### src/rtl/semaforo_pkg.sv
// Shared types and constants for the two-way traffic-light controller.
package semaforo_pkg;

    typedef enum logic [1:0] {
        AG,
        AY,
        BG,
        BY
    } state_e;

    localparam logic [2:0] LAMP_GREEN  = 3'b001;
    localparam logic [2:0] LAMP_YELLOW = 3'b010;
    localparam logic [2:0] LAMP_RED    = 3'b100;

    localparam int unsigned DEF_GREEN_CYC  = 0;
    localparam int unsigned DEF_YELLOW_CYC = 3;
    localparam int unsigned DEF_RED_CYC    = 2;

    localparam logic [7:0] CNT_MAX = 8'hFF;

    // Last cnt value seen in a phase lasting max(cyc,1) cycles.
    function automatic logic [7:0] dwell_limit(input int unsigned cyc);
        logic [7:0] c;
        c = cyc[7:0];
        return (c == 8'd0) ? 8'd0 : c - 8'd1;
    endfunction

    // Lamp pair {A, B} shown in each state.
    function automatic logic [5:0] state_lamps(input state_e s);
        logic [5:0] l;
        l = {LAMP_GREEN, LAMP_RED};
        case (s)
            AG:      l = {LAMP_GREEN, LAMP_RED};
            AY:      l = {LAMP_YELLOW, LAMP_RED};
            BG:      l = {LAMP_RED, LAMP_GREEN};
            BY:      l = {LAMP_RED, LAMP_YELLOW};
            default: l = {LAMP_GREEN, LAMP_RED};
        endcase
        return l;
    endfunction

endpackage

### src/rtl/semaforo_ctrl_if.sv
// Request button and lamp outputs of the traffic-light controller.
interface semaforo_ctrl_if;

    logic       bt;
    logic [2:0] A;
    logic [2:0] B;

    modport master (
        output bt,
        input  A,
        input  B
    );

    modport slave (
        input  bt,
        output A,
        output B
    );

endinterface

### src/rtl/semaforo_ctrl_phase_timer.sv
// Saturating 8-bit phase counter with clear and terminal-count compare.
module semaforo_ctrl_phase_timer
    import semaforo_pkg::*;
(
    input  logic       clk,
    input  logic       rst,
    input  logic       clear_i,
    input  logic [7:0] limit_i,
    output logic       tc_o
);

    logic [7:0] cnt_q, cnt_d;

    always_comb begin
        cnt_d = cnt_q;
        if (clear_i) begin
            cnt_d = 8'd0;
        end else if (cnt_q != CNT_MAX) begin
            cnt_d = cnt_q + 8'd1;
        end
    end

    always_ff @(posedge clk or posedge rst) begin
        if (rst) begin
            cnt_q <= 8'd0;
        end else begin
            cnt_q <= cnt_d;
        end
    end

    assign tc_o = (cnt_q >= limit_i);

endmodule

### src/rtl/semaforo_ctrl.sv
// Two-way traffic-light controller: A rests green, a request runs A yellow, B green, B yellow.
module semaforo_ctrl
    import semaforo_pkg::*;
#(
    parameter int unsigned GREEN_CYC  = DEF_GREEN_CYC,
    parameter int unsigned YELLOW_CYC = DEF_YELLOW_CYC,
    parameter int unsigned RED_CYC    = DEF_RED_CYC
) (
    input  logic            clk,
    input  logic            rst,
    semaforo_ctrl_if.slave  bus_io
);

    localparam logic [7:0] GreenLim  = GREEN_CYC[7:0];
    localparam logic [7:0] YellowLim = dwell_limit(YELLOW_CYC);
    localparam logic [7:0] RedLim    = dwell_limit(RED_CYC);

    state_e     state_q, state_d;
    logic       req_q, req_d;
    logic [2:0] a_q, a_d;
    logic [2:0] b_q, b_d;
    logic [7:0] limit;
    logic       tc;
    logic       phase_change;

    always_comb begin
        limit = GreenLim;
        case (state_q)
            AG:      limit = GreenLim;
            AY, BY:  limit = YellowLim;
            BG:      limit = RedLim;
            default: limit = GreenLim;
        endcase
    end

    semaforo_ctrl_phase_timer u_timer (
        .clk     (clk),
        .rst     (rst),
        .clear_i (phase_change),
        .limit_i (limit),
        .tc_o    (tc)
    );

    always_comb begin
        state_d = state_q;
        req_d   = req_q;
        case (state_q)
            AG: begin
                if ((req_q || bus_io.bt) && tc) begin
                    state_d = AY;
                    req_d   = 1'b0;
                end else if (bus_io.bt) begin
                    req_d = 1'b1;
                end
            end
            AY:      if (tc) state_d = BG;
            BG:      if (tc) state_d = BY;
            BY:      if (tc) state_d = AG;
            default: state_d = AG;
        endcase
        phase_change = (state_d != state_q);
        // Lamps are registered from the next state so they change on the same edge.
        {a_d, b_d} = state_lamps(state_d);
    end

    always_ff @(posedge clk or posedge rst) begin
        if (rst) begin
            state_q <= AG;
            req_q   <= 1'b0;
            a_q     <= LAMP_GREEN;
            b_q     <= LAMP_RED;
        end else begin
            state_q <= state_d;
            req_q   <= req_d;
            a_q     <= a_d;
            b_q     <= b_d;
        end
    end

    assign bus_io.A = a_q;
    assign bus_io.B = b_q;

endmodule

### src/flat_wrapper.sv
// flat-port wrapper written by rule: the top's interface ports become plain ports
module semaforo_ctrl_flat import semaforo_pkg::*;
#(
    parameter int unsigned GREEN_CYC  = DEF_GREEN_CYC,
    parameter int unsigned YELLOW_CYC = DEF_YELLOW_CYC,
    parameter int unsigned RED_CYC    = DEF_RED_CYC
)
  (clk, rst, bus_io_bt, bus_io_A, bus_io_B);
  semaforo_ctrl_if bus_io_i ();
  input  logic clk;
  input  logic rst;
  input wire logic [$bits(bus_io_i.bt)-1:0] bus_io_bt;
  output wire logic [$bits(bus_io_i.A)-1:0] bus_io_A;
  output wire logic [$bits(bus_io_i.B)-1:0] bus_io_B;
  assign bus_io_i.bt = bus_io_bt;
  assign bus_io_A = bus_io_i.A;
  assign bus_io_B = bus_io_i.B;
  semaforo_ctrl #(.GREEN_CYC(GREEN_CYC), .YELLOW_CYC(YELLOW_CYC), .RED_CYC(RED_CYC)) u_core (.clk(clk), .rst(rst), .bus_io(bus_io_i));
endmodule
### config.mk
export PLATFORM = sky130hd
export DESIGN_NAME = semaforo_ctrl_flat
export DESIGN_NICKNAME = d
export VERILOG_FILES = /design/src/rtl/semaforo_pkg.sv /design/src/rtl/semaforo_ctrl_if.sv /design/src/rtl/semaforo_ctrl_phase_timer.sv /design/src/rtl/semaforo_ctrl.sv /design/src/flat_wrapper.sv
export SDC_FILE = /design/constraint.sdc
export NUM_CORES = 1
export LEC_CHECK = 0
export ABC_CLOCK_PERIOD_IN_PS = 1600
export CAP_MARGIN = 20
export CORE_MARGIN = 10
export CORE_UTILIZATION = 45
export CTS_CLUSTER_DIAMETER = 200
export CTS_CLUSTER_SIZE = 24
export DETAILED_ROUTE_END_ITERATION = 16
export PLACE_DENSITY_LB_ADDON = 0.05
export SETUP_SLACK_MARGIN = 0.3
export SLEW_MARGIN = 20
export SYNTH_ARGS = -nofsm -noshare
export SYNTH_HDL_FRONTEND = slang
export SYNTH_SLANG_ARGS = --single-unit
export TNS_END_PERCENT = 50
### constraint.sdc
create_clock -name clk -period 1.6 [get_ports clk]
set_clock_uncertainty 0.05 [all_clocks]
set_input_delay 0.16 -clock clk [delete_from_list [all_inputs] [get_ports clk]]
set_output_delay 0.16 -clock clk [all_outputs]
set_load 0.01 [all_outputs]
==> metrics.cfg, run 1 <==
[timing]
finalSetupTns_ps = -8.815
tightest_slew_ps = 324.5
slew_viol_final = 0
finalHoldViolations = 0
rsz0062_at_grt = yes
setup_viol = 1
max_clock_freq_ghz = 0.6216
finalCriticalPeriod_ps = 1609
hold_ws_ps = 128.2
fin_ws_ps = -8.815
period_share_pct = 100.6
slew_headroom_pct = 78.25

[pwr]
pwr-share-clk_pct = 8.6
p_comb_share_pct = 65.1
power_frac_seq_pct = 26.3
switching_power_mw = 1.014
powerDensity_nw_per_um2 = 1934
p_int_mw = 1.558
power.leakage_nw = 0.5867
netSwitchingFraction_pct = 39.43
ir_worst_vdd_v = 0.001459

[grt]
grt_pass1_vias = 841
grt_overflow_total = 0
antenna_found_initial = 0
grt_max_degree = 18
grt_pass1_wl_um = 3995
grt.total_usage_pct = 11.62

[routing]
drc_errors = 0
wire_per_inst_um = 15.98
topRoutingLayerUsed = met3
met2_length_um = 1209
wl_met3_um = 99
m1WireLength_um = 1056
drtIter0Drc = 18
ant_nets = 0
via_per_inst = 5.466
firstDrtPassIters = 4
via_count = 809
finalWirelength_um = 2365

[yosys]
syn_nets = 93
ys_ff_latch = 17
yosysUniqueCellTypes = 35
async_flop_share_pct = 100.0
netlist_top_cells_area = dfrtp_1, a221oi_2, dfstp_2
ys_warn_count = 0
synth_edf_count = 0
avgSynthCellArea_um2 = 10.87
ys_top_cells_by_count = dfrtp_1, nor2_1, inv_1, nand2_1
yosysSeqAreaShare_pct = 45.24
synth_top_area_share_pct = 39.68
syn_inst = 87
syn-cell-area_um2 = 945.9
yosys.area.top_type = dfrtp_1
synth_ff_type = dfrtp_1
synth.most_common_cell = dfrtp_1

[die]
start_util_pct = 47.73
row_count = 16
fp.dieW_um = 65.85
coreArea_um2 = 1982
die_h_um = 65.85
io-pin-count = 9
dieArea_um2 = 4336

[critical_path]
cp-end-kind = flip-flop
crit_fanout = 5
worst_ep_arrival_time_ps = 1740
worstSetupPathType = reg2reg
start_kind = flip-flop
cp.required_ps = 1730

[outcome]
status = complete, but fails checks
violations = negative setup slack

[layout]
drive_above_1_share_pct = 44.63
fin_area_um2 = 1330
syn_to_final_growth_pct = 40.61
antennaDiodeCount = 0
fin_util_pct = 67.11
instances_no_fill = 148
nNetsFinal = 128

[placement]
dpl.hpwl_um = 1813
place.gp.congestion = 0.7718
dp_cells = 143
port_buffers = 8
placed_area_um2 = 1261

[clock_network]
clkSinkCount = 17
cts_root_buf = clkbuf_4
clock_latency_ps = 280
numCtsBuffers = 3
cts_tree = built
htreeDepth = 1
holdBufCountCts = 0
cts_buffer_depth = 2
path_clk_slew_ps = 90

[job]
maxCapViolations = 0

[worst_hold_path]
holdCritPathClass = in2async

==> power groups by stage <==
stage               registers [mW]  logic (mW)  clock network [mW]
global route                 0.693        1.83               0.251
floorplan                    0.747       0.879                   0
finish                       0.678        1.67               0.221
CTS                          0.677        1.55               0.234
global placement             0.690        1.49                   0
detailed placement           0.687        1.54                   0
==> worst paths after layout <==
path | from | to | slack [ps] | cells past startpoint
min in group clk | u_core.req_q | u_core.req_q | 560 | 2
worst min register to register | u_core.req_q | u_core.req_q | 560 | 2
worst max register to register | u_core.state_q[1] | u_core.state_q[0] | -9 | 6
worst max-delay path | u_core.state_q[1] | u_core.state_q[0] | -9 | 6
worst min-delay path | rst | u_core.state_q[0] | 130 | 3
max in group asynchronous | rst | u_core.bus_io.B[2] | 1120 | 3
==> layout by cell type (no fill, tap or decap), types with 2 or more instances in the layout <==
master,n
a21oi_1,3
a221oi_2,4
buf_4,24
buf_6,2
clkbuf_4,3
clkdlybuf4s15_1,2
clkdlybuf4s50_1,2
dfrtp_1,15
dfstp_2,2
dlygate4sd2_1,4
inv_1,2
inv_2,2
mux2i_1,3
nand2_1,3
nand3_1,4
nand4_1,2
nor2_1,7
nor3_1,2
o211ai_1,3
o21ai_0,3
==> flip-flops by register name, indices dropped and copies added, names as in the netlist <==
name	flops
u_core.u_timer.cnt_q	8
u_core.bus_io.A	3
u_core.bus_io.B	3
u_core.state_q	2
u_core.req_q	1
==> layout make-up <==
class                      instances  area [µm²]
inverter                           5       21.27
sequential                        17       427.9
fill                             147       651.9
multi-input combinational         61       543.0
clock buffer                       4       26.28
tap                               27       33.78
timing repair buffer              34       277.8
==> stage by stage <==
step | setup WS, ps | total power, mW
after floorplan | 30.02 | 1.626
after global placement | 17.70 | 2.178
after detailed placement | -4.503 | 2.223
after CTS | -5.657 | 2.464
after global routing | -60.12 | 2.772
final | -8.815 | 2.573
==> cells by family (layout without fill, tap and decap cells) <==
family | after synthesis | after routing | share of synthesized area (%)
buffers and inverters | 9 | 43 | 4.629
adders and majority gates | 3 | 3 | 3.969
AOI/OAI and AO/OA | 25 | 25 | 23.68
and+or+nand+nor | 29 | 29 | 18.12
DFF | 17 | 17 | 45.24
muxes | 4 | 4 | 4.365
==> critical path, stage by stage (launching register included) <==
cell	delay, ps
dfrtp_1	420
nand2_4	80
inv_2	40
ha_4	260
nor2b_4	40
o211ai_4	240
mux2_2	360
==> what timing repair did <==
| item | in CTS | in global routing |
|---|---|---|
| endpoints found under the setup margin | 23 | 18 |
| gates resized for setup | 9 | 9 |
| hold endpoints to repair | 0 | 0 |
| pin swaps | 4 | 1 |
| setup buffers | 0 | 1 |
==> routing by layer <==
layer	GRT usage [%]	vias to the layer above
met5	0	-
met2	19.32	8
met1	14.13	397
met3	3.898	0
li1	-	404
met4	2.406	0
Note: power is estimated with default switching activity, not from simulation.
==> run 2, diff against run 1 <==
--- a/config.mk
+++ b/config.mk
@@ -14,7 +14,7 @@
 export DETAILED_ROUTE_END_ITERATION = 16
 export PLACE_DENSITY_LB_ADDON = 0.05
 export SETUP_SLACK_MARGIN = 0.3
-export SLEW_MARGIN = 20
+export SLEW_MARGIN = 40
 export SYNTH_ARGS = -nofsm -noshare
 export SYNTH_HDL_FRONTEND = slang
 export SYNTH_SLANG_ARGS = --single-unit
==> results of run 2 <==
The final DEF is identical to that of run 1; final timing and power are the same.
